==> src/rtl/ssd_scan_ctrl_if.sv <==
// Game-side bundle for the seven-segment scanner: glyph loading, status and
// the anode/cathode drive lines.
interface ssd_scan_ctrl_if #(
  parameter int unsigned N_DIGITS = 8,
  parameter int unsigned BR_W     = 4
);
  logic [5*N_DIGITS-1:0] digits_in;
  logic [N_DIGITS-1:0]   dp_in;
  logic [N_DIGITS-1:0]   blink_mask;
  logic [BR_W-1:0]       brightness;
  logic                  load;
  logic                  pending;
  logic                  frame_tick;
  logic [N_DIGITS-1:0]   An;
  logic [7:0]            cathodes;

  modport master (
    output digits_in, dp_in, blink_mask, brightness, load,
    input  pending, frame_tick, An, cathodes
  );

  modport slave (
    input  digits_in, dp_in, blink_mask, brightness, load,
    output pending, frame_tick, An, cathodes
  );
endinterface

==> src/rtl/ssd_scan_ctrl.sv <==
// Multiplexed N-digit seven-segment scanner with PWM brightness, per-digit
// blink and double-buffered glyph loading applied only at frame boundaries.
module ssd_scan_ctrl #(
  parameter int unsigned N_DIGITS = 8,
  parameter int unsigned SCAN_W   = 17,
  parameter int unsigned BR_W     = 4,
  parameter int unsigned BLINK_W  = 6
) (
  input  logic             board_clk,
  input  logic             Reset,
  ssd_scan_ctrl_if.slave   bus
);

  localparam int unsigned IDX_W     = (N_DIGITS > 1) ? $clog2(N_DIGITS) : 1;
  localparam logic [4:0]  GLYPH_OFF = 5'h10;

  // Glyph code to active-low {a,b,c,d,e,f,g}; unused codes render blank.
  function automatic logic [6:0] seg_decode(input logic [4:0] g);
    logic [6:0] s;
    case (g)
      5'h00: s = 7'b0000001;
      5'h01: s = 7'b1001111;
      5'h02: s = 7'b0010010;
      5'h03: s = 7'b0000110;
      5'h04: s = 7'b1001100;
      5'h05: s = 7'b0100100;
      5'h06: s = 7'b0100000;
      5'h07: s = 7'b0001111;
      5'h08: s = 7'b0000000;
      5'h09: s = 7'b0000100;
      5'h0A: s = 7'b0001000;
      5'h0B: s = 7'b1100000;
      5'h0C: s = 7'b0110001;
      5'h0D: s = 7'b1000010;
      5'h0E: s = 7'b0110000;
      5'h0F: s = 7'b0111000;
      5'h11: s = 7'b1000100;
      5'h12: s = 7'b0000010;
      5'h13: s = 7'b1110001;
      default: s = 7'b1111111;
    endcase
    return s;
  endfunction

  logic [SCAN_W-1:0]             pre_q,     pre_d;
  logic [IDX_W-1:0]              idx_q,     idx_d;
  logic [BLINK_W-1:0]            blink_q,   blink_d;
  logic [N_DIGITS-1:0][4:0]      sh_dig_q,  sh_dig_d;
  logic [N_DIGITS-1:0]           sh_dp_q,   sh_dp_d;
  logic [N_DIGITS-1:0]           sh_blk_q,  sh_blk_d;
  logic [N_DIGITS-1:0][4:0]      act_dig_q, act_dig_d;
  logic [N_DIGITS-1:0]           act_dp_q,  act_dp_d;
  logic [N_DIGITS-1:0]           act_blk_q, act_blk_d;
  logic                          pend_q,    pend_d;
  logic                          ft_q,      ft_d;
  logic [N_DIGITS-1:0]           an_q,      an_d;
  logic [7:0]                    cat_q,     cat_d;

  logic              slot_end;
  logic              frame_end;
  logic [BR_W-1:0]   upper;
  logic              digit_en;
  logic              blank;
  logic [4:0]        glyph;

  always_comb begin
    slot_end  = &pre_q;
    frame_end = slot_end && (idx_q == IDX_W'(N_DIGITS - 1));

    pre_d     = pre_q + SCAN_W'(1);
    idx_d     = idx_q;
    blink_d   = blink_q;
    sh_dig_d  = sh_dig_q;
    sh_dp_d   = sh_dp_q;
    sh_blk_d  = sh_blk_q;
    act_dig_d = act_dig_q;
    act_dp_d  = act_dp_q;
    act_blk_d = act_blk_q;
    pend_d    = pend_q;
    ft_d      = frame_end;
    an_d      = '1;
    cat_d     = 8'hFF;

    if (slot_end) begin
      idx_d = frame_end ? '0 : idx_q + IDX_W'(1);
    end
    if (frame_end) begin
      blink_d = blink_q + BLINK_W'(1);
    end

    // Shadow is promoted first so a coincident load lands in the shadow and
    // waits a full frame.
    if (frame_end && pend_q) begin
      act_dig_d = sh_dig_q;
      act_dp_d  = sh_dp_q;
      act_blk_d = sh_blk_q;
      pend_d    = 1'b0;
    end
    if (bus.load) begin
      sh_dig_d = bus.digits_in;
      sh_dp_d  = bus.dp_in;
      sh_blk_d = bus.blink_mask;
      pend_d   = 1'b1;
    end

    upper    = pre_q[SCAN_W-1 -: BR_W];
    digit_en = (upper <= bus.brightness);
    glyph    = act_dig_q[idx_q];
    blank    = !digit_en || (act_blk_q[idx_q] && blink_q[BLINK_W-1]);

    if (!blank) begin
      an_d  = ~(N_DIGITS'(1) << idx_q);
      cat_d = {seg_decode(glyph), ~act_dp_q[idx_q]};
    end
  end

  always_ff @(posedge board_clk or posedge Reset) begin
    if (Reset) begin
      pre_q     <= '0;
      idx_q     <= '0;
      blink_q   <= '0;
      sh_dig_q  <= {N_DIGITS{GLYPH_OFF}};
      sh_dp_q   <= '0;
      sh_blk_q  <= '0;
      act_dig_q <= {N_DIGITS{GLYPH_OFF}};
      act_dp_q  <= '0;
      act_blk_q <= '0;
      pend_q    <= 1'b0;
      ft_q      <= 1'b0;
      an_q      <= '1;
      cat_q     <= 8'hFF;
    end else begin
      pre_q     <= pre_d;
      idx_q     <= idx_d;
      blink_q   <= blink_d;
      sh_dig_q  <= sh_dig_d;
      sh_dp_q   <= sh_dp_d;
      sh_blk_q  <= sh_blk_d;
      act_dig_q <= act_dig_d;
      act_dp_q  <= act_dp_d;
      act_blk_q <= act_blk_d;
      pend_q    <= pend_d;
      ft_q      <= ft_d;
      an_q      <= an_d;
      cat_q     <= cat_d;
    end
  end

  assign bus.pending    = pend_q;
  assign bus.frame_tick = ft_q;
  assign bus.An         = an_q;
  assign bus.cathodes   = cat_q;

endmodule

==> src/flat_wrapper.sv <==
// flat-port wrapper written by rule: the top's interface ports become plain ports
module ssd_scan_ctrl_flat 
#(
  parameter int unsigned N_DIGITS = 8,
  parameter int unsigned SCAN_W   = 17,
  parameter int unsigned BR_W     = 4,
  parameter int unsigned BLINK_W  = 6
)
  (board_clk, Reset, bus_digits_in, bus_dp_in, bus_blink_mask, bus_brightness, bus_load, bus_pending, bus_frame_tick, bus_An, bus_cathodes);
  ssd_scan_ctrl_if #(.N_DIGITS(N_DIGITS), .BR_W(BR_W)) bus_i ();
  input  logic board_clk;
  input  logic Reset;
  input wire logic [$bits(bus_i.digits_in)-1:0] bus_digits_in;
  input wire logic [$bits(bus_i.dp_in)-1:0] bus_dp_in;
  input wire logic [$bits(bus_i.blink_mask)-1:0] bus_blink_mask;
  input wire logic [$bits(bus_i.brightness)-1:0] bus_brightness;
  input wire logic [$bits(bus_i.load)-1:0] bus_load;
  output wire logic [$bits(bus_i.pending)-1:0] bus_pending;
  output wire logic [$bits(bus_i.frame_tick)-1:0] bus_frame_tick;
  output wire logic [$bits(bus_i.An)-1:0] bus_An;
  output wire logic [$bits(bus_i.cathodes)-1:0] bus_cathodes;
  assign bus_i.digits_in = bus_digits_in;
  assign bus_i.dp_in = bus_dp_in;
  assign bus_i.blink_mask = bus_blink_mask;
  assign bus_i.brightness = bus_brightness;
  assign bus_i.load = bus_load;
  assign bus_pending = bus_i.pending;
  assign bus_frame_tick = bus_i.frame_tick;
  assign bus_An = bus_i.An;
  assign bus_cathodes = bus_i.cathodes;
  ssd_scan_ctrl #(.N_DIGITS(N_DIGITS), .SCAN_W(SCAN_W), .BR_W(BR_W), .BLINK_W(BLINK_W)) u_core (.board_clk(board_clk), .Reset(Reset), .bus(bus_i));
endmodule
==> config.mk <==
export PLATFORM = sky130hd
export DESIGN_NAME = ssd_scan_ctrl_flat
export DESIGN_NICKNAME = d
export VERILOG_FILES = /design/src/rtl/ssd_scan_ctrl_if.sv /design/src/rtl/ssd_scan_ctrl.sv /design/src/flat_wrapper.sv
export SDC_FILE = /design/constraint.sdc
export NUM_CORES = 1
export LEC_CHECK = 0
export ABC_AREA = 0
export CORE_MARGIN = 2
export CORE_UTILIZATION = 50
export DETAILED_ROUTE_END_ITERATION = 8
export GPL_ROUTABILITY_DRIVEN = 0
export HOLD_SLACK_MARGIN = 0.15
export PLACE_DENSITY = 0.77
export SLEW_MARGIN = 20
export SYNTH_ARGS = -nofsm -noshare
export SYNTH_HDL_FRONTEND = slang
export SYNTH_SLANG_ARGS = --single-unit
export TNS_END_PERCENT = 5
==> constraint.sdc <==
create_clock -name board_clk -period 6.25 [get_ports board_clk]
set_input_delay 0.9375 -clock board_clk [delete_from_list [all_inputs] [get_ports board_clk]]
set_output_delay 0.9375 -clock board_clk [all_outputs]
set_load 0.005 [all_outputs]
==> results.txt, run 1 <==
----------------------------------------------------
[Run status]
  Status ... completed

[STA]
  RSZ-0062 raised after global routing ... no
  Setup-failing EPs final ... 0
  Minimum clock period ... about 3.1 ns
  Final worst clock skew ... 0.00504 ns
  Period Utilization, post-route ... 49.6%
  Worst max-slew margin expressed relative to the limit ... 34.9%
  F_max ... approximately 0.32 GHz
  Total negative slack for setup checks ... 0 ns
  Hold Fails Final Rpt ... 0
  Final Max Tran Viols ... 0
  Transition at the pin with the smallest max-transition slack ... ~0.95 ns
  Final worst-path setup slack ... 3.15 ns

[Synthesis]
  Mean area per synthesized cell ... 14.4 um^2
  Synth Flop Type ... dfrtp_1
  Fraction of synthesis flops using an asynchronous set or reset pin ... 100%
  Sequential area share after synthesis ... 58.7%
  Number of synthesized register bits ... between 150 and 200
  Unique cell type count in the Yosys netlist ... 41
  Number of nets in the synthesized netlist ... 548
  Count of warnings emitted by yosys ... 0
  Most used standard cells in the synthesized netlist ... 124 x dfrtp_1, 112 x mux2_2, 36 x nand2_1, 32 x dfstp_2, 19 x ha_1
  EDFF count, synth ... 0
  Leading area contributor after synthesis ... dfrtp_1
  Post-Syn Instances ... 466
  Portion of synthesized cell area occupied by the leading cell type ... 46.1%
  Post-Syn Area ... 6720 um^2
  Library cell with the highest instance count after synthesis ... dfrtp_1
  Leading cell types by total area after synthesis ... dfrtp_1 46%, mux2_2 19%, dfstp_2 13%

[Worst hold path]
  Min-Delay Path Class ... register to register
  Start point of the worst hold path ... u_core.blink_q[4]
  Endpoint of the worst hold path ... u_core.blink_q[4]
  Number of cells traversed by the worst hold path ... 1

[Worst setup path]
  Slowest library cell on the worst path ... dfrtp_1
  Worst stage delay on the critical path ... 0.83 ns
  Cells traversed along the worst timing path ... mux4_2 > mux2i_1 > nand2_1 > o221ai_1 > o31ai_1 > nand2_1
  Worst Reg2Reg Path Length in Cells ... 6
  Data required, critical path ... 6.61 ns
  Data arrival time of the critical path ... 3.46 ns
  Crit Path Class ... register to register
  Destination of the worst register-to-register timing path ... u_core.bus.cathodes[2]
  Startpoint of the lowest-slack register-to-register path ... u_core.idx_q[0]
  Highest fanout seen on the critical path ... 13
  Cell repeated most along the worst path ... nand2_1
  Flop-to-flop setup slack ... about 3.2 ns
  Setup crit start kind ... register
  Crit. End Element ... register

[Layout]
  Cell area after layout ... approximately 8200 um^2
  # fillers ... between 900 and 1000
  Area growth syn-to-layout ... 22.1%
  Layout cells sized above 1 ... 35.7%
  Multi-input gate area in the final layout ... 2610 um^2
  Number of nets at the end of the flow ... 630
  Final antenna diode count ... 0
  Sequential cell area ... 3940 um^2

[Drt]
  Final routed DRC violation total ... 0
  Aggregate routed wire length ... 11900 um
  Vias ... 3849
  Total met2 wirelength after detailed routing ... 5690 um
  Initial DRT Pass Iterations ... 4
  Met3 wire length ... 517 um
  Number of vias per cell ... 5.22
  Total routed wire length on the met1 layer ... 5370 um
  Antenna viol nets, final ... 0
  Top Layer Used ... met4
  Routed wire per std cell ... 16.1 um
  Count of routing violations after the opening detailed-route iteration ... 229

[CTS]
  Clock tree buffer depth ... 2
  Post-CTS Hold Buffers ... 0
  Post-cts repair resize count ... 0
  # clock sinks ... 156
  Setup bufs post-CTS ... 0
  Clock tree from TritonCTS ... built
  Number of buffers inserted during clock tree synthesis ... 17
  Clock network latency to the later pin of the worst-skew pair ... 0.43 ns
  Maximum level of the CTS H-tree ... 4
  Clock root buffer master ... clkbuf_16
  Clock edge transition at the registers on the reported setup and hold paths ... roughly 0.06 ns

[GRT]
  All-Layer GR Usage ... 18.2%
  GRT Residual Overflow ... 0
  First-pass GRT wire length ... about 20000 um
  Pin count of the biggest net entering global routing ... 99
  Antenna violations before repair ... 0
  Number of global-route vias before repair ... approximately 4100

[Pwr]
  Maximum vdd ir drop ... 0.184 mV
  Power density over the cells ... 260 nW/um^2
  Pleak ... 3.72 nW

[Die]
  Horizontal die dimension ... roughly 120 um
  Initial core utilization ... between 50% and 60%
  I/O pins ... 81
  Die outline area ... 14400 um^2
  Die extent in y ... 120 um
  Area of the placeable core ... around 13000 um^2
  Std cell rows ... 42

[Place]
  Post-detail-place hpwl ... 8100 um
  Dpl ws ... around 3.2 ns
  Port bufs ... 80
  Area after detailed placement ... 7660 um^2

[Flow run]
  Max-cap check violation count ... 0

----------------------------------------------------
## critical path, delay by kind of cell (launching register included)
kind	cells	cell delay, ns
mux	2	1.35
simple gates	2	0.46
flops	1	0.83
compound gates	2	0.39
## worst max-delay path by stage
stage | from | end | slack [ns] | cells past startpoint
6_report | u_core.idx_q[0] | u_core.bus.cathodes[2] | 3.15 | 6
5_1_grt | u_core.idx_q[0] | u_core.bus.cathodes[2] | 2.88 | 6
4_1_cts | u_core.idx_q[0] | u_core.bus.cathodes[2] | 3.17 | 6
3_5_place_dp | bus_brightness[1] | u_core.bus.cathodes[4] | 3.16 | 9
3_3_place_gp | bus_brightness[1] | u_core.bus.cathodes[4] | 3.20 | 9
2_1_floorplan | Reset | u_core.act_blk_q[0] | 1.16 | 1
## per-layer routing
metal,up-vias,track usage (%)
li1,1799,-
met1,1929,23.6
met2,97,28.3
met3,24,4.80
met4,0,9.04
met5,-,0
## cells in the final DEF (no fill, tap or decap), types with 2 or more instances in the layout
master           synthesis  final
dfrtp_1                124    124
mux2_2                 112    112
clkdlybuf4s50_1          0     79
nand2_1                 36     35
dfstp_2                 32     32
ha_1                    19     19
clkbuf_16                0     18
xnor2_1                 16     16
mux4_2                  14     14
inv_1                   14     13
nor2_1                  12     12
nand3_1                 11     11
o21ai_0                  7      7
clkinv_2                 0      7
mux2i_1                  6      6
o21ai_1                  6      6
nand4_1                  5      5
clkbuf_8                 0      4
and3_1                   3      3
nand2b_1                 3      3
xor2_1                   3      3
clkbuf_1                 9      3
buf_4                    0      3
nor3_1                   2      2
mux2_4                   2      2
## sequential cells by signal (all words and copies together), names as in the netlist
| signal | count |
|---|---|
| u_core.act_blk_q | 8 |
| u_core.act_dig_q | 40 |
| u_core.act_dp_q | 8 |
| u_core.blink_q | 6 |
| u_core.bus.An | 8 |
| u_core.bus.cathodes | 8 |
| u_core.bus.frame_tick | 1 |
| u_core.bus.pending | 1 |
| u_core.idx_q | 3 |
| u_core.pre_q | 17 |
| u_core.sh_blk_q | 8 |
| u_core.sh_dig_q | 40 |
| u_core.sh_dp_q | 8 |
## area by class of cell
type | instances | share of cell area, %
tap | 176 | 2.68
timing repair buffer | 83 | 9.97
clock inverter | 7 | 0.427
inverter | 15 | 0.747
clock buffer | 25 | 6.30
multi-input combinational | 275 | 31.8
sequential | 156 | 48.0
## cell families (layout without fill, tap and decap cells)
family	count (synthesis)	after routing	synth area share [%]
compound gates	25	25	2.49
xor+xnor	19	19	2.47
fa+ha+maj	19	19	3.54
buf+inv	35	130	2.53
flops	156	156	58.7
mux	135	135	25.1
simple gates	77	77	5.19
## power breakdown
group          total, mW  switching (mW)  leakage [nW]  internal [mW]
registers           1.07          0.0199          1.94           1.05
logic              0.112          0.0425          1.50         0.0699
clock network      0.946           0.378         0.281          0.568
## per-stage QoR
| step | std cells | hold slack, ns | utilization [%] | total power [mW] |
|---|---|---|---|---|
| after CTS | 737 | 0.475 | 62.2 | 2.16 |
| after global placement | 705 | 0.454 | 58.0 | 1.20 |
| after global routing | 737 | 0.478 | 62.2 | 2.21 |
| after floorplan | 466 | 0.438 | - | 1.14 |
| after detailed placement | 705 | 0.463 | 58.0 | 1.21 |
| final | 737 | 0.473 | 62.2 | 2.13 |
Power figures use the tool's default switching activity.
==> inputs of run 2 (changes only) <==
==> constraint.sdc (replaced) <==
create_clock -name board_clk -period 3.2 [get_ports board_clk]
set_input_delay 0.48 -clock board_clk [delete_from_list [all_inputs] [get_ports board_clk]]
set_output_delay 0.48 -clock board_clk [all_outputs]
set_load 0.005 [all_outputs]
==> run 2 against run 1 <==
Effect of this change: first-iteration DRC count fell by 5.7%; critical endpoint is now u_core.act_dig_q[17]; critical path depth rose by 3; sequential share of layout area fell by 0.54 points; register-to-register slack got worse by 2.8 ns; sequential power rose by 96%; wire length rose by 0.18%; highest routed layer unchanged; clock-buffer cell count fell by 2; sequential cell count did not move; clock power rose by 100%; total power rose by 98%; via count fell by 0.68%.
==> results.txt, run 2 (same netlist as run 1, synthesis figures left out) <==
----------------------------------------------------
[Layout]
  Number of nets at the end of the flow ... 636 (was 630)
  Utilization after layout ... 62.9% (was 62.2%)
  Final antenna diode count ... 0 (unchanged)
  Most used cells in the layout excluding fill and tap cells ... 124 x dfrtp_1, 112 x mux2_2, 79 x clkdlybuf4s50_1, 35 x nand2_1, 32 x dfstp_2 (unchanged)
  Largest registers ... u_core.act_dig_q x40, u_core.sh_dig_q x40, u_core.pre_q x17 (unchanged)
  Area growth syn-to-layout ... 23.5% (was 22.1%)
  Most common library cell in the layout ignoring fill and taps ... dfrtp_1 (unchanged)
  Layout cells sized above 1 ... 36.3% (was 35.7%)

[Die]
  Std cell rows ... 42 (unchanged)
  Initial core utilization ... 51.0% (unchanged)
  Horizontal die dimension ... 120 um (unchanged)
  Die outline area ... 14400 um^2 (unchanged)
  Area of the placeable core ... 13200 um^2 (unchanged)
  I/O pins ... 81 (unchanged)
  Die extent in y ... 120 um (unchanged)

[Worst setup path]
  Data arrival time of the critical path ... 3.14 ns (was 3.46 ns)
  Destination of the worst register-to-register timing path ... u_core.act_dig_q[17] (was u_core.bus.cathodes[2])
  Worst Reg2Reg Path Length in Cells ... 9 (was 6)
  Critical path launch point ... u_core.pre_q[0] (was u_core.idx_q[0])
  Crit Path Class ... register to register (unchanged)
  Data required, critical path ... 3.50 ns (was 6.61 ns)
  Flop-to-flop setup slack ... 0.36 ns (was 3.15 ns)
  Worst setup path endpoint ... u_core.act_dig_q[17] (was u_core.bus.cathodes[2])
  Highest fanout seen on the critical path ... 41 (was 13)
  Slowest library cell on the worst path ... dfrtp_1 (unchanged)
  Worst stage delay on the critical path ... 0.42 ns (was 0.83 ns)
  Startpoint of the lowest-slack register-to-register path ... u_core.pre_q[0] (was u_core.idx_q[0])
  Cells traversed along the worst timing path ... ha_1 > nand3_1 > nor4_1 > ha_1 > nand2_1 > inv_1 > nand2_2 > buf_12 > mux2_2 (was mux4_2 > mux2i_1 > nand2_1 > o221ai_1 > o31ai_1 > nand2_1)
  Cell repeated most along the worst path ... ha_1 (was nand2_1)
  Setup crit start kind ... register (unchanged)
  Crit. End Element ... register (unchanged)

[CTS]
  Clock tree buffer depth ... 2 (unchanged)
  Clock network latency to the later pin of the worst-skew pair ... 0.42 ns (was 0.43 ns)
  Setup bufs post-CTS ... 0 (unchanged)
  Maximum level of the CTS H-tree ... 4 (unchanged)
  # clock sinks ... 156 (unchanged)
  Post-cts repair resize count ... 0 (unchanged)
  Number of buffers inserted during clock tree synthesis ... 17 (unchanged)
  Post-CTS Hold Buffers ... 0 (unchanged)
  Clock tree from TritonCTS ... built (unchanged)
  Clock root buffer master ... clkbuf_16 (unchanged)
  Clock edge transition at the registers on the reported setup and hold paths ... 0.06 ns (about the same)

[Place]
  Port bufs ... 80 (unchanged)
  Post-detail-place hpwl ... 8300 um (was 8100 um)

[STA]
  Final worst clock skew ... 0.00935 ns (was 0.00504 ns)
  Transition at the pin with the smallest max-transition slack ... 0.700 ns (was 0.949 ns)
  Total negative slack for setup checks ... 0 ns (unchanged)
  Period Utilization, post-route ... 88.8% (was 49.6%)
  Minimum clock period ... 2.84 ns (was 3.10 ns)
  Worst max-slew margin expressed relative to the limit ... 53.3% (was 34.9%)
  RSZ-0062 raised after global routing ... no (unchanged)
  F_max ... 0.352 GHz (was 0.323 GHz)
  Setup-failing EPs final ... 0 (unchanged)
  Final Max Tran Viols ... 0 (unchanged)
  Hold Fails Final Rpt ... 0 (unchanged)

[Pwr]
  Design Power ... 4.22 mW (was 2.13 mW)
  Maximum vdd ir drop ... 0.360 mV (was 0.184 mV)
  Pleak ... 3.75 nW (was 3.72 nW)
  Power density over the cells ... 508 nW/um^2 (was 260 nW/um^2)

[GRT]
  Met1 Resource Use GR ... 23.7% (was 23.6%)
  Most Used Layer, Global Route ... met2 (unchanged)
  Number of global-route vias before repair ... 4023 (was 4090)
  Pin count of the biggest net entering global routing ... 58 (was 99)
  First-pass GRT wire length ... 19700 um (was 20000 um)
  Routing usage on met2 ... 28.1% (was 28.3%)
  Global routing met3 resource utilization ... 4.56% (was 4.80%)
  All-Layer GR Usage ... 17.7% (was 18.2%)
  Antenna violations before repair ... 0 (unchanged)
  GRT Residual Overflow ... 0 (unchanged)

[Drt]
  Initial DRT Pass Iterations ... 4 (unchanged)
  Aggregate routed wire length ... 11900 um (about the same)
  Antenna viol nets, final ... 0 (unchanged)
  Final routed DRC violation total ... 0 (unchanged)
  Vias ... 3823 (was 3849)
  Number of vias per cell ... 5.15 (was 5.22)
  Routed wire per std cell ... 16.0 um (was 16.1 um)
  Count of routing violations after the opening detailed-route iteration ... 216 (was 229)

[Worst hold path]
  Min-Delay Path Class ... register to register (unchanged)

[Flow run]
  Max-cap check violation count ... 0 (unchanged)

[Run status]
  Status ... completed (unchanged)

----------------------------------------------------
## run 2: cell type report
class	instances	area, um^2
fill	993	4890
sequential	156	3940
multi-input combinational	275	2610
timing repair buffer	89	901
clock buffer	23	478
tap	176	220
clock inverter	9	86.3
inverter	15	60.1
## run 2: how the worst min path moves through the flow
stage	from	end	slack, ns	cells past startpoint
6_report	u_core.blink_q[4]	u_core.blink_q[4]	0.48	1
5_1_grt	u_core.blink_q[4]	u_core.blink_q[4]	0.50	1
4_1_cts	u_core.blink_q[4]	u_core.blink_q[4]	0.48	1
3_5_place_dp	u_core.blink_q[4]	u_core.blink_q[4]	0.47	1
3_3_place_gp	u_core.pre_q[4]	u_core.pre_q[4]	0.46	1
2_1_floorplan	u_core.pre_q[4]	u_core.pre_q[4]	0.44	1
## run 2: stage by stage
stage / instance area [um^2] / hold WS, ns / worst slack, ns / instances
global route: 8300 / 0.498 / 0.0924 / 743
floorplan: 6730 / 0.438 / 0.773 / 466
finish: 8300 / 0.476 / 0.360 / 743
global placement: 7740 / 0.458 / 0.446 / 711
CTS: 8300 / 0.478 / 0.323 / 743
detailed placement: 7740 / 0.470 / 0.340 / 711
## run 2: routing by layer
metal,up-vias,share of wire (%)
met5,-,0
met4,0,1.4
met3,13,3.6
met2,77,49
met1,1921,46
li1,1812,-
## run 2: report_power, final
part | switching, mW | total, mW | internal [mW]
Clock | 0.762 | 1.89 | 1.13
Combinational | 0.0867 | 0.229 | 0.142
Sequential | 0.0403 | 2.10 | 2.06
Total | 0.889 | 4.22 | 3.33
## run 2: critical path: cells and delay by family (launching register included)
family                   cells  cell delay (ns)
AND/OR/NAND/NOR              4             0.93
buffers and inverters        2             0.48
multiplexers                 1             0.30
adder cells (fa/ha/maj)      2             0.56
flip-flops                   1             0.42
